$ cat src/rtl/multicycle_ctrl_if.sv
// Bundles the instruction/run inputs and the decoded control outputs of the
// multi-cycle CPU control FSM into one port.
//   run, sortover, inst : driven by the CPU top / PC side
//   IF .. RegWrite      : per-state datapath enables and decoded control lines
//   illegal             : sticky unknown-opcode flag
//   state               : current FSM state encoding
//   instr_cnt/cycle_cnt : saturating performance counters
// master drives run/sortover/inst; slave is the controller itself.
interface multicycle_ctrl_if #(
  parameter int CNT_W = 16
);
  logic             run;
  logic             sortover;
  logic [31:0]      inst;
  logic             IF;
  logic             Branch;
  logic             Jump;
  logic             IR_en;
  logic             RegDst;
  logic             ALUSrc;
  logic [1:0]       ALUOp;
  logic             MemRead;
  logic             MemWrite;
  logic             MemtoReg;
  logic             RegWrite;
  logic             illegal;
  logic [2:0]       state;
  logic [CNT_W-1:0] instr_cnt;
  logic [CNT_W-1:0] cycle_cnt;

  modport master (
    output run, sortover, inst,
    input  IF, Branch, Jump, IR_en, RegDst, ALUSrc, ALUOp, MemRead, MemWrite,
           MemtoReg, RegWrite, illegal, state, instr_cnt, cycle_cnt
  );

  modport slave (
    input  run, sortover, inst,
    output IF, Branch, Jump, IR_en, RegDst, ALUSrc, ALUOp, MemRead, MemWrite,
           MemtoReg, RegWrite, illegal, state, instr_cnt, cycle_cnt
  );
endinterface

$ cat src/rtl/multicycle_ctrl.sv
// Main control FSM of the multi-cycle MIPS sort CPU. Each instruction walks
// FETCH -> DECODE -> EXEC -> MEM -> WB, skipping states its opcode does not
// need. The last state of every instruction raises IF so the PC advances.
// Ports:
//   Clk : rising-edge clock
//   Clr : asynchronous active-high reset
//   bus : multicycle_ctrl_if.slave (run/sortover/inst in, controls out)
// Control outputs are combinational from the state register and the latched
// opcode; counters saturate at 2^CNT_W-1.
module multicycle_ctrl #(
  parameter int CNT_W = 16
) (
  input  logic              Clk,
  input  logic              Clr,
  multicycle_ctrl_if.slave  bus
);

  typedef enum logic [2:0] {
    S_IDLE   = 3'd0,
    S_FETCH  = 3'd1,
    S_DECODE = 3'd2,
    S_EXEC   = 3'd3,
    S_MEM    = 3'd4,
    S_WB     = 3'd5,
    S_HALT   = 3'd6
  } state_t;

  localparam logic [5:0] OP_R    = 6'b000000;
  localparam logic [5:0] OP_LW   = 6'b100011;
  localparam logic [5:0] OP_SW   = 6'b101011;
  localparam logic [5:0] OP_ADDI = 6'b001000;
  localparam logic [5:0] OP_BEQ  = 6'b000100;
  localparam logic [5:0] OP_BNE  = 6'b000101;
  localparam logic [5:0] OP_J    = 6'b000010;

  state_t           state_q;
  logic [5:0]       op_q;
  logic             illegal_q;
  logic [CNT_W-1:0] instr_q;
  logic [CNT_W-1:0] cycle_q;

  logic is_r, is_lw, is_sw, is_addi, is_br, is_j, is_ill;
  logic last_st, in_instr, in_alu;
  logic [1:0] alu_op;
  state_t end_next;

  // Only the opcode field matters to this controller.
  logic unused_inst;
  assign unused_inst = ^bus.inst[25:0];

  function automatic logic [CNT_W-1:0] sat_inc(input logic [CNT_W-1:0] v);
    return (&v) ? v : v + CNT_W'(1);
  endfunction

  assign is_r    = (op_q == OP_R);
  assign is_lw   = (op_q == OP_LW);
  assign is_sw   = (op_q == OP_SW);
  assign is_addi = (op_q == OP_ADDI);
  assign is_br   = (op_q == OP_BEQ) || (op_q == OP_BNE);
  assign is_j    = (op_q == OP_J);
  assign is_ill  = !(is_r || is_lw || is_sw || is_addi || is_br || is_j);

  // Last state of the current instruction; this is exactly where IF fires.
  always_comb begin
    last_st = 1'b0;
    case (state_q)
      S_DECODE: last_st = is_j || is_ill;
      S_EXEC:   last_st = is_br;
      S_MEM:    last_st = is_sw;
      S_WB:     last_st = 1'b1;
      default:  last_st = 1'b0;
    endcase
  end

  // sortover outranks run when an instruction retires.
  always_comb begin
    if (bus.sortover)  end_next = S_HALT;
    else if (!bus.run) end_next = S_IDLE;
    else               end_next = S_FETCH;
  end

  assign in_instr = (state_q == S_FETCH) || (state_q == S_DECODE) ||
                    (state_q == S_EXEC)  || (state_q == S_MEM) || (state_q == S_WB);
  assign in_alu   = (state_q == S_EXEC) || (state_q == S_MEM) || (state_q == S_WB);

  always_comb begin
    alu_op = 2'b00;
    if (in_alu) begin
      if (is_r)       alu_op = 2'b10;
      else if (is_br) alu_op = 2'b01;
    end
  end

  always_ff @(posedge Clk or posedge Clr) begin
    if (Clr) begin
      state_q   <= S_IDLE;
      op_q      <= 6'd0;
      illegal_q <= 1'b0;
      instr_q   <= '0;
      cycle_q   <= '0;
    end else begin
      case (state_q)
        S_IDLE:   if (bus.run) state_q <= S_FETCH;
        S_FETCH: begin
          op_q    <= bus.inst[31:26];
          state_q <= S_DECODE;
        end
        S_DECODE: begin
          if (is_ill) illegal_q <= 1'b1;
          state_q <= last_st ? end_next : S_EXEC;
        end
        S_EXEC: begin
          if (last_st)             state_q <= end_next;
          else if (is_lw || is_sw) state_q <= S_MEM;
          else                     state_q <= S_WB;
        end
        S_MEM:    state_q <= last_st ? end_next : S_WB;
        S_WB:     state_q <= end_next;
        S_HALT:   state_q <= S_HALT;
        default:  state_q <= S_IDLE;
      endcase
      if (last_st)  instr_q <= sat_inc(instr_q);
      if (in_instr) cycle_q <= sat_inc(cycle_q);
    end
  end

  assign bus.IF        = last_st;
  assign bus.IR_en     = (state_q == S_FETCH);
  assign bus.Branch    = is_br && (state_q == S_DECODE || state_q == S_EXEC);
  assign bus.Jump      = is_j && (state_q == S_DECODE);
  assign bus.RegDst    = is_r && (state_q == S_WB);
  assign bus.ALUSrc    = (is_lw || is_sw || is_addi) && in_alu;
  assign bus.ALUOp     = alu_op;
  assign bus.MemRead   = is_lw && (state_q == S_MEM);
  assign bus.MemWrite  = is_sw && (state_q == S_MEM);
  assign bus.MemtoReg  = is_lw && (state_q == S_WB);
  assign bus.RegWrite  = (is_r || is_lw || is_addi) && (state_q == S_WB);
  assign bus.illegal   = illegal_q;
  assign bus.state     = state_q;
  assign bus.instr_cnt = instr_q;
  assign bus.cycle_cnt = cycle_q;

endmodule

$ cat src/flat_wrapper.sv
// flat-port wrapper written by rule: the top's interface ports become plain ports
module multicycle_ctrl_flat 
#(
  parameter int CNT_W = 16
)
  (Clk, Clr, bus_run, bus_sortover, bus_inst, bus_IF, bus_Branch, bus_Jump, bus_IR_en, bus_RegDst, bus_ALUSrc, bus_ALUOp, bus_MemRead, bus_MemWrite, bus_MemtoReg, bus_RegWrite, bus_illegal, bus_state, bus_instr_cnt, bus_cycle_cnt);
  multicycle_ctrl_if #(.CNT_W(CNT_W)) bus_i ();
  input  logic Clk;
  input  logic Clr;
  input wire logic [$bits(bus_i.run)-1:0] bus_run;
  input wire logic [$bits(bus_i.sortover)-1:0] bus_sortover;
  input wire logic [$bits(bus_i.inst)-1:0] bus_inst;
  output wire logic [$bits(bus_i.IF)-1:0] bus_IF;
  output wire logic [$bits(bus_i.Branch)-1:0] bus_Branch;
  output wire logic [$bits(bus_i.Jump)-1:0] bus_Jump;
  output wire logic [$bits(bus_i.IR_en)-1:0] bus_IR_en;
  output wire logic [$bits(bus_i.RegDst)-1:0] bus_RegDst;
  output wire logic [$bits(bus_i.ALUSrc)-1:0] bus_ALUSrc;
  output wire logic [$bits(bus_i.ALUOp)-1:0] bus_ALUOp;
  output wire logic [$bits(bus_i.MemRead)-1:0] bus_MemRead;
  output wire logic [$bits(bus_i.MemWrite)-1:0] bus_MemWrite;
  output wire logic [$bits(bus_i.MemtoReg)-1:0] bus_MemtoReg;
  output wire logic [$bits(bus_i.RegWrite)-1:0] bus_RegWrite;
  output wire logic [$bits(bus_i.illegal)-1:0] bus_illegal;
  output wire logic [$bits(bus_i.state)-1:0] bus_state;
  output wire logic [$bits(bus_i.instr_cnt)-1:0] bus_instr_cnt;
  output wire logic [$bits(bus_i.cycle_cnt)-1:0] bus_cycle_cnt;
  assign bus_i.run = bus_run;
  assign bus_i.sortover = bus_sortover;
  assign bus_i.inst = bus_inst;
  assign bus_IF = bus_i.IF;
  assign bus_Branch = bus_i.Branch;
  assign bus_Jump = bus_i.Jump;
  assign bus_IR_en = bus_i.IR_en;
  assign bus_RegDst = bus_i.RegDst;
  assign bus_ALUSrc = bus_i.ALUSrc;
  assign bus_ALUOp = bus_i.ALUOp;
  assign bus_MemRead = bus_i.MemRead;
  assign bus_MemWrite = bus_i.MemWrite;
  assign bus_MemtoReg = bus_i.MemtoReg;
  assign bus_RegWrite = bus_i.RegWrite;
  assign bus_illegal = bus_i.illegal;
  assign bus_state = bus_i.state;
  assign bus_instr_cnt = bus_i.instr_cnt;
  assign bus_cycle_cnt = bus_i.cycle_cnt;
  multicycle_ctrl #(.CNT_W(CNT_W)) u_core (.Clk(Clk), .Clr(Clr), .bus(bus_i));
endmodule
$ cat config.mk
export PLATFORM = sky130hd
export DESIGN_NAME = multicycle_ctrl_flat
export DESIGN_NICKNAME = d
export VERILOG_FILES = /design/src/rtl/multicycle_ctrl_if.sv /design/src/rtl/multicycle_ctrl.sv /design/src/flat_wrapper.sv
export SDC_FILE = /design/constraint.sdc
export NUM_CORES = 1
export LEC_CHECK = 0
export ABC_CLOCK_PERIOD_IN_PS = 2950
export CORE_UTILIZATION = 45
export CTS_CLUSTER_SIZE = 14
export DETAILED_ROUTE_END_ITERATION = 8
export PLACE_DENSITY = 0.8
export SYNTH_ARGS = -nofsm -noshare
export SYNTH_HDL_FRONTEND = slang
export SYNTH_SLANG_ARGS = --single-unit
$ cat constraint.sdc
create_clock -name Clk -period 2.95 [get_ports Clk]
set_input_delay 0.59 -clock Clk [delete_from_list [all_inputs] [get_ports Clk]]
set_output_delay 0.59 -clock Clk [all_outputs]
set_load 0.01 [all_outputs]
* Yosys cells after proc, flatten, opt, wreduce, memory -nomap -nowiden *
Index checks and enable logic that the tools add are counted.

word-level totals
  register bits = 42
  output and inout port bits = 48
  word-level logic and storage cells = 68

cells by class
  $add $sub $neg = 2
  equality and inequality tests = 13
  mux-type cells = 12
  bitwise operators = 3
  reductions and logical operators = 33

operator list
  kind                     count
  $add A16 B1 Y16 const B  2
  $reduce_and A16 Y1       2
  $pmux W3 S7              1
  $logic_or A1 B1 Y1       17
  $mux W3                  5
  $eq A6 B3 Y1 const B     2
  $eq A6 B6 Y1 const B     2
  $eq A3 B3 Y1 const B     3
  $logic_and A1 B1 Y1      8
  $eq A3 B2 Y1 const B     2
  $eq A6 B2 Y1 const B     1
  $eq A6 B4 Y1 const B     1
  $logic_not A6 Y1         1
  $reduce_and A2 Y1        3
  $mux W2                  2
  $pmux W1 S4              1
  $eq A3 B1 Y1 const B     1
  $logic_not A3 Y1         1
  $mux W1                  3
  $not A1 Y1               3
  $ne A2 B2 Y1 const B     1
  $logic_not A1 Y1         1

* Longest topological paths before layout *
Gate-level depths: netlist of the first run.

  word-level depth = 11
  gate-level depth with buffers = 8
  depth with buffers taken out = 7

* Worst setup path before layout of the first run *
Ideal clock, no wire load.

  kind = register to output
  start point = register u_core.state_q[2] (netlist: u_core.bus.state[2])
  end point = output port bus_IF
  arrival time = 1.883 ns
  data required time = 2.360 ns
  path slack = 0.477 ns
  cell stages (with the launch flop) = 6
  buffers on the path = 0
  path through = dfrtp_1 inv_1 ha_1 or4b_4 o221ai_4 or2_2

on the way
  word-level cells in the longest chain between the ends = 2
  elaborated cells between the ends (all ways) = 5
  classes of those cells = eq/ne (4); mux (1)

ends and longest elaborated chain
  item                                                 RTL line                RTL
  from (decl)                                          multicycle_ctrl.sv:36   state_t state_q;
  from (signal assigned)                               multicycle_ctrl.sv:110  state_q <= last_st ? end_next : S_EXEC;
  from (signal assigned)                               multicycle_ctrl.sv:113  if (last_st) state_q <= end_next;
  from (signal assigned)                               multicycle_ctrl.sv:117  S_MEM: state_q <= last_st ? end_next : S_WB;
  $eq A3 B3 Y1 / $eq A3 B2 Y1 (equally long branches)  multicycle_ctrl.sv:66   case (state_q)
  $pmux W1 S4 *                                        multicycle_ctrl.sv:66
  to (decl)                                            flat_wrapper.sv:13      output wire logic [$bits(bus_i.IF)-1:0] bus_IF;

Mark *: on every way between the ends. The rest lies on a longest branch, timed or not.

* Worst setup path after layout of the first run *
  start point = register u_core.op_q[5]
  end point = output port bus_RegDst

on the way
  word-level cells in the longest chain between the ends = 2

ends and longest elaborated chain
  item                    RTL line                RTL
  from (decl)             multicycle_ctrl.sv:37   logic [5:0] op_q;
  from (signal assigned)  multicycle_ctrl.sv:105  op_q <= bus.inst[31:26];
  $logic_not A6 Y1        multicycle_ctrl.sv:55   assign is_r = (op_q == OP_R);
  $logic_and A1 B1 Y1     multicycle_ctrl.sv:131  assign bus.RegDst = is_r && (state_q == S_WB);
  to (decl)               flat_wrapper.sv:17      output wire logic [$bits(bus_i.RegDst)-1:0] bus_RegDst;

Every way passes these cells.

==> results of run 1 <==
[flip-flops by register name, summed over array words and instances, names as in the netlist]
| signal | cells |
|---|---|
| u_core.bus.cycle_cnt | 16 |
| u_core.bus.instr_cnt | 16 |
| u_core.bus.illegal | 1 |
| u_core.op_q | 6 |
| u_core.bus.state | 3 |
[final cells by class]
type	instances	area (um^2)
fill	426	1780
clock buffer	7	76.3
inverter	8	30.0
multi-input combinational	175	1200
tap	67	83.8
timing repair buffer	68	654
sequential	42	1050
[cell usage after synthesis (all sizes together) (5+ instances only)]
| library cell | number |
|---|---|
| dfrtp | 42 |
| nor2 | 22 |
| xnor2 | 18 |
| nand2 | 14 |
| mux2 | 13 |
| nand3 | 12 |
| nor3 | 12 |
| nand4 | 9 |
| and3 | 8 |
| inv | 8 |
| o21ai | 8 |
| a21oi | 7 |
| o2111ai | 7 |
| xor2 | 7 |
| clkbuf | 6 |
| buf | 5 |
| o211ai | 5 |
[how the worst max path moves through the flow]
stage	start	end	slack [ns]
after floorplan	u_core.bus.state[2]	bus_IF	0.48
after global placement	u_core.bus.state[1]	bus_IF	0.17
after detailed placement	u_core.bus.state[2]	bus_IF	0.17
after CTS	u_core.op_q[5]	bus_ALUSrc	0.05
after global routing	u_core.op_q[5]	bus_ALUOp[1]	0.001
final	u_core.op_q[5]	bus_RegDst	0.11
[cell families after synthesis]
logic type                 after synthesis
and+or+nand+nor                         97
DFF                                     42
AOI/OAI and AO/OA                       36
xor gates and xnor gates                25
buffers and inverters                   19
muxes                                   14
adders and majority gates                3
[per-layer routing]
layer  vias to the layer above  wire [um]  track usage, %
li1                        977          -               -
met1                       968       2240            26.8
met2                        49       2410            32.4
met3                         6        264            4.34
met4                         0         61            5.34
met5                         -          0               0
[metrics by stage]
step | total power [W] | area (um^2) | hold slack [ns] | utilization [%]
CTS | 0.00244 | 3090 | 0.471 | 63.4
floorplan | 0.00164 | 2340 | 0.493 | -
finish | 0.00242 | 3100 | 0.465 | 63.6
detailed placement | 0.00210 | 3020 | 0.453 | 61.8
global placement | 0.00206 | 3020 | 0.456 | 61.8
global route | 0.00261 | 3100 | 0.491 | 63.6
[power by group through the flow]
stage	Combinational (W)	Clock, W	Sequential (W)
3_3_place_gp	0.00113	0	0.000925
3_5_place_dp	0.00117	0	0.000930
4_1_cts	0.00116	0.000356	0.000922
5_1_grt	0.00128	0.000376	0.000949
2_1_floorplan	0.000705	0	0.000936
6_report	0.00116	0.000340	0.000924
[what timing repair did]
item	in CTS	in global routing
hold buffers	0	0
gates resized for setup	1	3
endpoints found under the setup margin	1	3
==> reports/qor.yml, run 1 <==
final_layout:
  final_cell_mix: "55 x clkdlybuf4s50_1, 41 x dfrtp_1, 22 x nor2_1, 18 x xnor2_1, 14 x nand2_1"
  fin_cells: 367
  final_common_cell: "clkdlybuf4s50_1"
  diodes: 0
  nets: 339
  area_delta_synth_final_pct: 32.3
  drive_above_1_share_pct: 12.0
place:
  dp_slack_ns: 0.171
  port_buffers: 57
  detailed_place_hpwl_um: 3610
  placed_cells: 360
  gp_congestion: 0.803
grt:
  gr-total-overflow: 0
  grt_pass1_vias: 1869
  grt_usage_pct: 19.9
  grt_max_degree: 43
  grt_pass1_wl_um: 8490
  antenna_found_initial: 0
logic_synthesis:
  synthFlopType: "dfrtp_1"
  synth_top_area_cell: "dfrtp_1"
  synth_edf_count: 0
  synthCells: 236
  ys_ff_latch: 42
  synth.top_cells.by_area: "dfrtp_1 45%, xnor2_1 6.7%, mux2_2 6.2%, nor2_1 3.5%, o2111ai_1 2.6%"
  yosys.area_share.adder_pct: 1.60
  synth_mux_area_share_pct: 6.67
  synth-simple-area-share_pct: 22.1
  synth_top_area_share_pct: 44.8
  ys_seq_area_share_pct: 44.8
  synth_compound_gate_area_share_pct: 11.4
  async_flop_share_pct: 100
  syn-num-nets: 275
  synth_xor_area_share_pct: 9.34
  synth.distinct_cells: 42
  ys.warnings.count: 0
  synth.avg_cell_area_um2: 9.94
  synth_top_family_by_area: "simple AND/OR/NAND/NOR gates"
  syn_area_um2: 2340
critical_path:
  crit_type: "register to output pin"
  cp_num_buf_inv: 1
  r2r-start: "u_core.bus.state[1]"
  crit_slowest_cell: "clkdlybuf4s50_1"
  rrSetupSlack_ns: 0.67
  crit_fanout: 6
  cp-start-kind: "register"
  critPathTopFamily: "simple AND/OR/NAND/NOR gates"
  path_depth: 4
  cp_common_cell: "or3_1"
  crit_chain: "or3_1, or3_1, nor3_1, clkdlybuf4s50_1"
  reg2regPathDepth: 6
  worst_ep_arrival_time_ns: 2.25
  slowest_delay_ns: 0.57
  r2r-end: "u_core.bus.instr_cnt[14]"
  required_ns: 2.36
  cp-end-kind: "output pin"
sta:
  slew-limit-headroom_pct: 46.8
  rsz0062_at_grt: "false"
  final_max_slew_viol_count: 0
  setup_viol: 0
  worst_pin_slew_ns: 0.793
  skew_ns: 0.00990
  fin_crit_sh_pct: 96.2
  fin_setup_tns_ns: 0
  clock.fmax_ghz: 0.352
  min_period_ns: 2.84
  hold_violations: 0
  finalWorstSetupSlack_ns: 0.111
route:
  wirelength_um: 4980
  wl_per_cell_um: 13.6
  vias_per_cell: 5.45
  ant_nets: 0
  via_count: 2000
  drt_iter0_drc: 122
  drt_pass1_iterations: 4
  drc_errors: 0
run:
  max_cap_viol_count: 0
clock_tree:
  h-tree-depth: 2
  insertion_delay_ns: 0.28
  post_cts_buffers: 0
  cts_sinks: 42
  cts.path.max_buffers: 2
  cts_made_buffers: 5
  cts_tree: "done"
  cts_root_buf: "clkbuf_8"
  clk_pin_slew_worst_paths_ns: 0.07
outcome:
  status: "complete, no violations"
min_path:
  holdPathEnd: "u_core.bus.illegal"
  holdPathStages: 1
  hold_class: "register to register"
  min_from: "u_core.bus.illegal"
power:
  ir_drop_mv: 0.540
  p_comb_share_pct: 47.8
  p_sw_share_pct: 38.5
  switchingPower_w: 0.000934
  p_int_w: 0.00149
  power_density_nw_per_um2: 781
  clockPowerShare_pct: 14.0
  leakagePower_nw: 1.29
  seq_power_share_pct: 38.1
floorplan:
  chipHeight_um: 74.2
  die_area_um2: 5500
  die_w_um: 74.2
  core_area_um2: 4880
  start_util_pct: 48.1
  rows: 25
  pin_count: 84
No activity file was read; power rests on OpenSTA's default activity.
==> run 2: changes to the inputs <==
--- a/config.mk
+++ b/config.mk
@@ -9,6 +9,7 @@
 export CORE_UTILIZATION = 45
 export CTS_CLUSTER_SIZE = 14
 export DETAILED_ROUTE_END_ITERATION = 8
+export GPL_TIMING_DRIVEN = 0
 export PLACE_DENSITY = 0.8
 export SYNTH_ARGS = -nofsm -noshare
 export SYNTH_HDL_FRONTEND = slang
==> run 2 against run 1 <==
Setup slack worse by 0.041 ns; sequential power is 0.4% higher; critical path depth is 2 higher; cell count is 0.82% higher; via count is 2.2% higher; die area stayed put; sequential share of layout area is 0.55 points lower; wire length is 5.3% higher; global-route usage is 0.54 points higher; combinational power is 4% higher; core utilization is 1.1 points higher.
==> reports/qor.yml, run 2 (synthesized netlist as in run 1, its figures left out) <==
outcome:
  status: "complete, no violations"  # unchanged
floorplan:
  start_util_pct: 48.1  # unchanged
  core_area_um2: 4880  # unchanged
  pin_count: 84  # unchanged
  chipHeight_um: 74.2  # unchanged
  die_area_um2: 5500  # unchanged
  die_w_um: 74.2  # unchanged
  rows: 25  # unchanged
route:
  ant_nets: 0  # unchanged
  wl_per_cell_um: 14.2  # was 13.6 um
  vias_per_cell: 5.52  # was 5.45
  via_count: 2043  # was 2000
  drc_errors: 0  # unchanged
  wirelength_um: 5240  # was 4980 um
  drt_iter0_drc: 190  # was 122
  drt_pass1_iterations: 4  # unchanged
critical_path:
  cp-start-kind: "register"  # unchanged
  worstSetupStartpoint: "u_core.bus.state[2]"  # was u_core.op_q[5]
  worst_ep_arrival_time_ns: 2.29  # was 2.25 ns
  required_ns: 2.36  # about the same
  r2r-start: "u_core.bus.state[2]"  # was u_core.bus.state[1]
  r2r-end: "u_core.bus.instr_cnt[9]"  # was u_core.bus.instr_cnt[14]
  rrSetupSlack_ns: 0.61  # was 0.67 ns
  crit_type: "register to output pin"  # unchanged
  crit_fanout: 5  # was 6
  cp-end-kind: "output pin"  # unchanged
  reg2regPathDepth: 8  # was 6
final_layout:
  area_delta_synth_final_pct: 34.6  # was 32.3%
  final_common_cell: "clkdlybuf4s50_1"  # unchanged
  drive_above_1_share_pct: 12.9  # was 12.0%
  diodes: 0  # unchanged
  fillCellCount: 406  # was 426
  nets: 341  # was 339
  final_cell_mix: "55 x clkdlybuf4s50_1, 40 x dfrtp_1, 21 x nor2_1, 18 x xnor2_1, 14 x nand2_1"  # was 55 x clkdlybuf4s50_1, 41 x dfrtp_1, 22 x nor2_1, 18 x xnor2_1, 14 x nand2_1
  fin_cells: 370  # was 367
clock_tree:
  cts_made_buffers: 5  # unchanged
  cts_tree: "done"  # unchanged
  cts_root_buf: "clkbuf_8"  # unchanged
  h-tree-depth: 2  # unchanged
  cts_hold_buf: 0  # unchanged
  clk_pin_slew_worst_paths_ns: 0.08  # was 0.07 ns
  cts.path.max_buffers: 2  # unchanged
  insertion_delay_ns: 0.29  # was 0.28 ns
  cts_sinks: 42  # unchanged
sta:
  rsz0062_at_grt: "false"  # unchanged
  fin_crit_sh_pct: 97.6  # was 96.2%
  final_max_slew_viol_count: 0  # unchanged
  hold_violations: 0  # unchanged
  slew-limit-headroom_pct: 42.4  # was 46.8%
  min_period_ns: 2.88  # was 2.84 ns
  finalWorstSetupSlack_ns: 0.0696  # was 0.111 ns
  setup_viol: 0  # unchanged
  fin_setup_tns_ns: 0  # unchanged
  worst_pin_slew_ns: 0.863  # was 0.793 ns
  skew_ns: 0.00834  # was 0.00990 ns
  clock.fmax_ghz: 0.347  # was 0.352 GHz
place:
  port_buffers: 57  # unchanged
  dp_slack_ns: -0.323  # was 0.171 ns
  placed_cells: 360  # unchanged
  gp_congestion: 0.832  # was 0.803
  detailed_place_hpwl_um: 3790  # was 3610 um
grt:
  grt_pass1_wl_um: 8650  # was 8490 um
  grt_pass1_vias: 1933  # was 1869
  antenna_found_initial: 0  # unchanged
  grt_max_degree: 43  # unchanged
  gr-total-overflow: 0  # unchanged
  grt_usage_pct: 20.4  # was 19.9%
power:
  power_density_nw_per_um2: 818  # was 781 nW/um^2
  leakagePower_nw: 1.29  # about the same
  ir_drop_mv: 0.513  # was 0.540 mV
run:
  max_cap_viol_count: 0  # unchanged
min_path:
  holdPathEnd: "u_core.bus.illegal"  # unchanged
  hold_class: "register to register"  # unchanged
  holdPathStages: 1  # unchanged
  min_from: "u_core.bus.illegal"  # unchanged
run 2: cell type report:
class | instances | area (um^2) | area share [%]
Timing Repair Buffer | 59 | 587 | 18.6
Multi-Input combinational cell | 175 | 1230 | 39.0
Inverter | 8 | 30.0 | 0.951
Buffer | 11 | 63.8 | 2.02
Tap cell | 67 | 83.8 | 2.66
Clock buffer | 7 | 76.3 | 2.42
Sequential cell | 42 | 1050 | 33.4
Clock inverter | 1 | 30.0 | 0.951
run 2: how the worst max path moves through the flow:
stage | to | cells after the start
after detailed placement | bus_IF | 7
final | bus_IF | 6
after global placement | bus_IF | 7
after CTS | bus_ALUSrc | 6
after floorplan | bus_IF | 5
after global routing | bus_ALUOp[1] | 5
run 2: worst max-delay path: stages (launching register included):
cell and delay, ns:
dfrtp_2 0.43, inv_2 0.10, ha_1 0.28, or4b_4 0.55, o221ai_4 0.20, or2_4 0.17, dlygate4sd2_1 0.26
run 2: stage by stage:
step / power [W] / hold slack, ns / utilization, % / instance area (um^2)
final: 0.00258 / 0.469 / 64.7 / 3160
after global routing: 0.00275 / 0.502 / 64.7 / 3160
after CTS: 0.00257 / 0.478 / 64.4 / 3140
after floorplan: 0.00164 / 0.493 / - / 2340
after detailed placement: 0.00208 / 0.461 / 61.5 / 3000
after global placement: 0.00203 / 0.459 / 61.5 / 3000
run 2: layer usage:
| metal | routed length (um) | part of all wire (%) | global-route usage, % |
|---|---|---|---|
| met1 | 2260 | 43 | 26.4 |
| met2 | 2610 | 50 | 32.9 |
| met3 | 268 | 5.1 | 4.20 |
| met4 | 106 | 2.0 | 9.40 |
| met5 | 0 | 0 | 0 |
run 2: power breakdown:
part | total (W) | leakage (nW) | switching (W) | internal [W]
clock | 0.000445 | 0.0524 | 0.000192 | 0.000253
combinational | 0.00121 | 0.703 | 0.000603 | 0.000607
sequential | 0.000928 | 0.539 | 0.000199 | 0.000729
total | 0.00258 | 1.29 | 0.000993 | 0.00159
run 2: timing repair:
item / in CTS / in global routing
endpoints found under the setup margin: 2 / 3
pin swaps: 1 / 1
setup buffers: 2 / 0
resized for setup: 8 / 4
==> run 3: changes to the inputs <==
--- a/config.mk
+++ b/config.mk
@@ -10,7 +10,7 @@
 export CTS_CLUSTER_SIZE = 14
 export DETAILED_ROUTE_END_ITERATION = 8
 export GPL_TIMING_DRIVEN = 0
-export PLACE_DENSITY = 0.8
+export PLACE_DENSITY = 0.9
 export SYNTH_ARGS = -nofsm -noshare
 export SYNTH_HDL_FRONTEND = slang
 export SYNTH_SLANG_ARGS = --single-unit
==> run 3 against run 2 <==
Core utilization is 0.97 points higher; via count rose by 1.4%; count of clock-buffer cells in the layout down 1; setup slack hardly changed; non-clock buffer count rose by 1; critical path depth is the same; clock skew about the same; largest cell class unchanged.
==> reports/qor.yml, run 3 (synthesized netlist as in run 1, its figures left out) <==
critical_path:
  cp-start-kind: "register"  # unchanged
  worst_ep_arrival_time_ns: 2.29  # about the same
  crit_slowest_cell: "clkdlybuf4s50_1"  # was or4b_4
  path_depth: 6  # unchanged
  cp_num_buf_inv: 2  # unchanged
  r2r-end: "u_core.bus.instr_cnt[9]"  # unchanged
  endpoint: "bus_ALUSrc"  # was bus_IF
  rrSetupSlack_ns: 0.63  # was 0.61 ns
  slowest_delay_ns: 0.54  # was 0.55 ns
  reg2regPathDepth: 8  # unchanged
  crit_chain: "or3_1, or3_1, inv_1, a21oi_1, nor2_1, clkdlybuf4s50_1"  # was inv_2, ha_1, or4b_4, o221ai_4, or2_4, dlygate4sd2_1
  r2r-start: "u_core.bus.state[2]"  # unchanged
  crit_type: "register to output pin"  # unchanged
  cp_common_cell: "or3_1"
  cp-end-kind: "output pin"  # unchanged
  critPathTopFamily: "simple AND/OR/NAND/NOR gates"  # unchanged
  required_ns: 2.36  # about the same
  crit_fanout: 6  # was 5
  worstSetupStartpoint: "u_core.op_q[5]"  # was u_core.bus.state[2]
sta:
  worst_pin_slew_ns: 0.875  # was 0.863 ns
  whs_ns: 0.477  # was 0.469 ns
  min_period_ns: 2.88  # about the same
  slew-limit-headroom_pct: 41.6  # was 42.4%
  clock.fmax_ghz: 0.347  # about the same
  fin_crit_sh_pct: 97.7  # was 97.6%
  final_max_slew_viol_count: 0  # unchanged
  fin_setup_tns_ns: 0  # unchanged
  hold_violations: 0  # unchanged
  rsz0062_at_grt: "true"  # was false
  skew_ns: 0.00788  # was 0.00834 ns
  setup_viol: 0  # unchanged
floorplan:
  chipHeight_um: 74.2  # unchanged
  core_area_um2: 4880  # unchanged
  rows: 25  # unchanged
  pin_count: 84  # unchanged
  die_area_um2: 5500  # unchanged
  die_w_um: 74.2  # unchanged
  start_util_pct: 48.1  # unchanged
run:
  max_cap_viol_count: 0  # unchanged
final_layout:
  final_cell_mix: "56 x clkdlybuf4s50_1, 41 x dfrtp_1, 21 x nor2_1, 18 x xnor2_1, 14 x nand2_1"  # was 55 x clkdlybuf4s50_1, 40 x dfrtp_1, 21 x nor2_1, 18 x xnor2_1, 14 x nand2_1
  final_area_um2: 3200  # was 3160 um^2
  nets: 342  # was 341
  fin_cells: 371  # was 370
  fillCellCount: 403  # was 406
  seq_area_um2: 1050  # about the same
  area_delta_synth_final_pct: 36.7  # was 34.6%
  diodes: 0  # unchanged
  drive_above_1_share_pct: 14.1  # was 12.9%
  multi_input_area_um2: 1240  # was 1230 um^2
  final_common_cell: "clkdlybuf4s50_1"  # unchanged
clock_tree:
  cts_sinks: 42  # unchanged
  insertion_delay_ns: 0.29  # about the same
  cts_root_buf: "clkbuf_8"  # unchanged
  h-tree-depth: 2  # unchanged
  cts_made_buffers: 5  # unchanged
  cts_hold_buf: 0  # unchanged
  clk_pin_slew_worst_paths_ns: 0.08  # about the same
  cts_tree: "done"  # unchanged
  cts.path.max_buffers: 2  # unchanged
place:
  detailed_place_hpwl_um: 3780  # was 3790 um
  port_buffers: 57  # unchanged
  placed_cells: 360  # unchanged
  gp_congestion: 0.818  # was 0.832
  dpl-instance-area_um2: 3000  # unchanged
route:
  wirelength_um: 5470  # was 5240 um
  drc_errors: 0  # unchanged
  drt_pass1_iterations: 4  # unchanged
  wl_per_cell_um: 14.7  # was 14.2 um
  ant_nets: 0  # unchanged
  via_count: 2071  # was 2043
  vias_per_cell: 5.58  # was 5.52
  drt_iter0_drc: 183  # was 190
grt:
  antenna_found_initial: 0  # unchanged
  grt_usage_pct: 20.3  # was 20.4%
  gr-total-overflow: 0  # unchanged
  grt_pass1_vias: 1910  # was 1933
  grt_max_degree: 43  # unchanged
  grt_pass1_wl_um: 8690  # was 8650 um
outcome:
  status: "complete, no violations"  # unchanged
power:
  power_density_nw_per_um2: 852  # was 818 nW/um^2
  ir_drop_mv: 0.567  # was 0.513 mV
  leakagePower_nw: 1.30  # was 1.29 nW
min_path:
  hold_class: "register to register"  # unchanged
==> run 3: metrics by stage <==
stage          power (W)  worst slack [ns]  util, %
3_3_place_gp     0.00202            -0.259     61.5
5_1_grt          0.00290           -0.0155     65.7
6_report         0.00273            0.0692     65.7
3_5_place_dp     0.00208            -0.259     61.5
2_1_floorplan    0.00164             0.477        -
4_1_cts          0.00267            -0.178     64.9
==> run 3: area by class of cell <==
cell class / count / share of cell area (%)
Buffer: 11 / 2.03
Multi-Input combinational cell: 175 / 38.6
Clock inverter: 2 / 1.87
Timing Repair Buffer: 60 / 18.5
Inverter: 8 / 0.937
Sequential cell: 42 / 32.8
Clock buffer: 6 / 2.58
Tap cell: 67 / 2.62
==> run 3: metal layers <==
metal	vias up	GRT usage [%]	part of all wire [%]
met5	-	0	0
met4	0	5.77	0.97
met3	5	4.34	4.7
met2	57	35.1	51
met1	1020	25.6	44
li1	989	-	-
==> run 3: repair_timing <==
action / 4_1_cts / 5_1_grt
pin swaps: 1 / 0
buffers inserted: 2 / 1
resized for setup: 5 / 9
setup endpoints to repair: 2 / 3
==> run 3: power by group <==
group          internal, W  leakage [nW]  switching (W)
Clock             0.000361        0.0714       0.000203
Combinational     0.000615         0.691       0.000629
Sequential        0.000727         0.540       0.000196
==> run 3: how the worst min path moves through the flow <==
stage                             from  cells past startpoint                 end  slack, ns
floorplan           u_core.bus.illegal                      1  u_core.bus.illegal       0.49
global placement    u_core.bus.illegal                      1  u_core.bus.illegal       0.46
detailed placement  u_core.bus.illegal                      1  u_core.bus.illegal       0.46
CTS                 u_core.bus.illegal                      1  u_core.bus.illegal       0.48
global route        u_core.bus.illegal                      1  u_core.bus.illegal       0.49
finish              u_core.bus.illegal                      1  u_core.bus.illegal       0.48
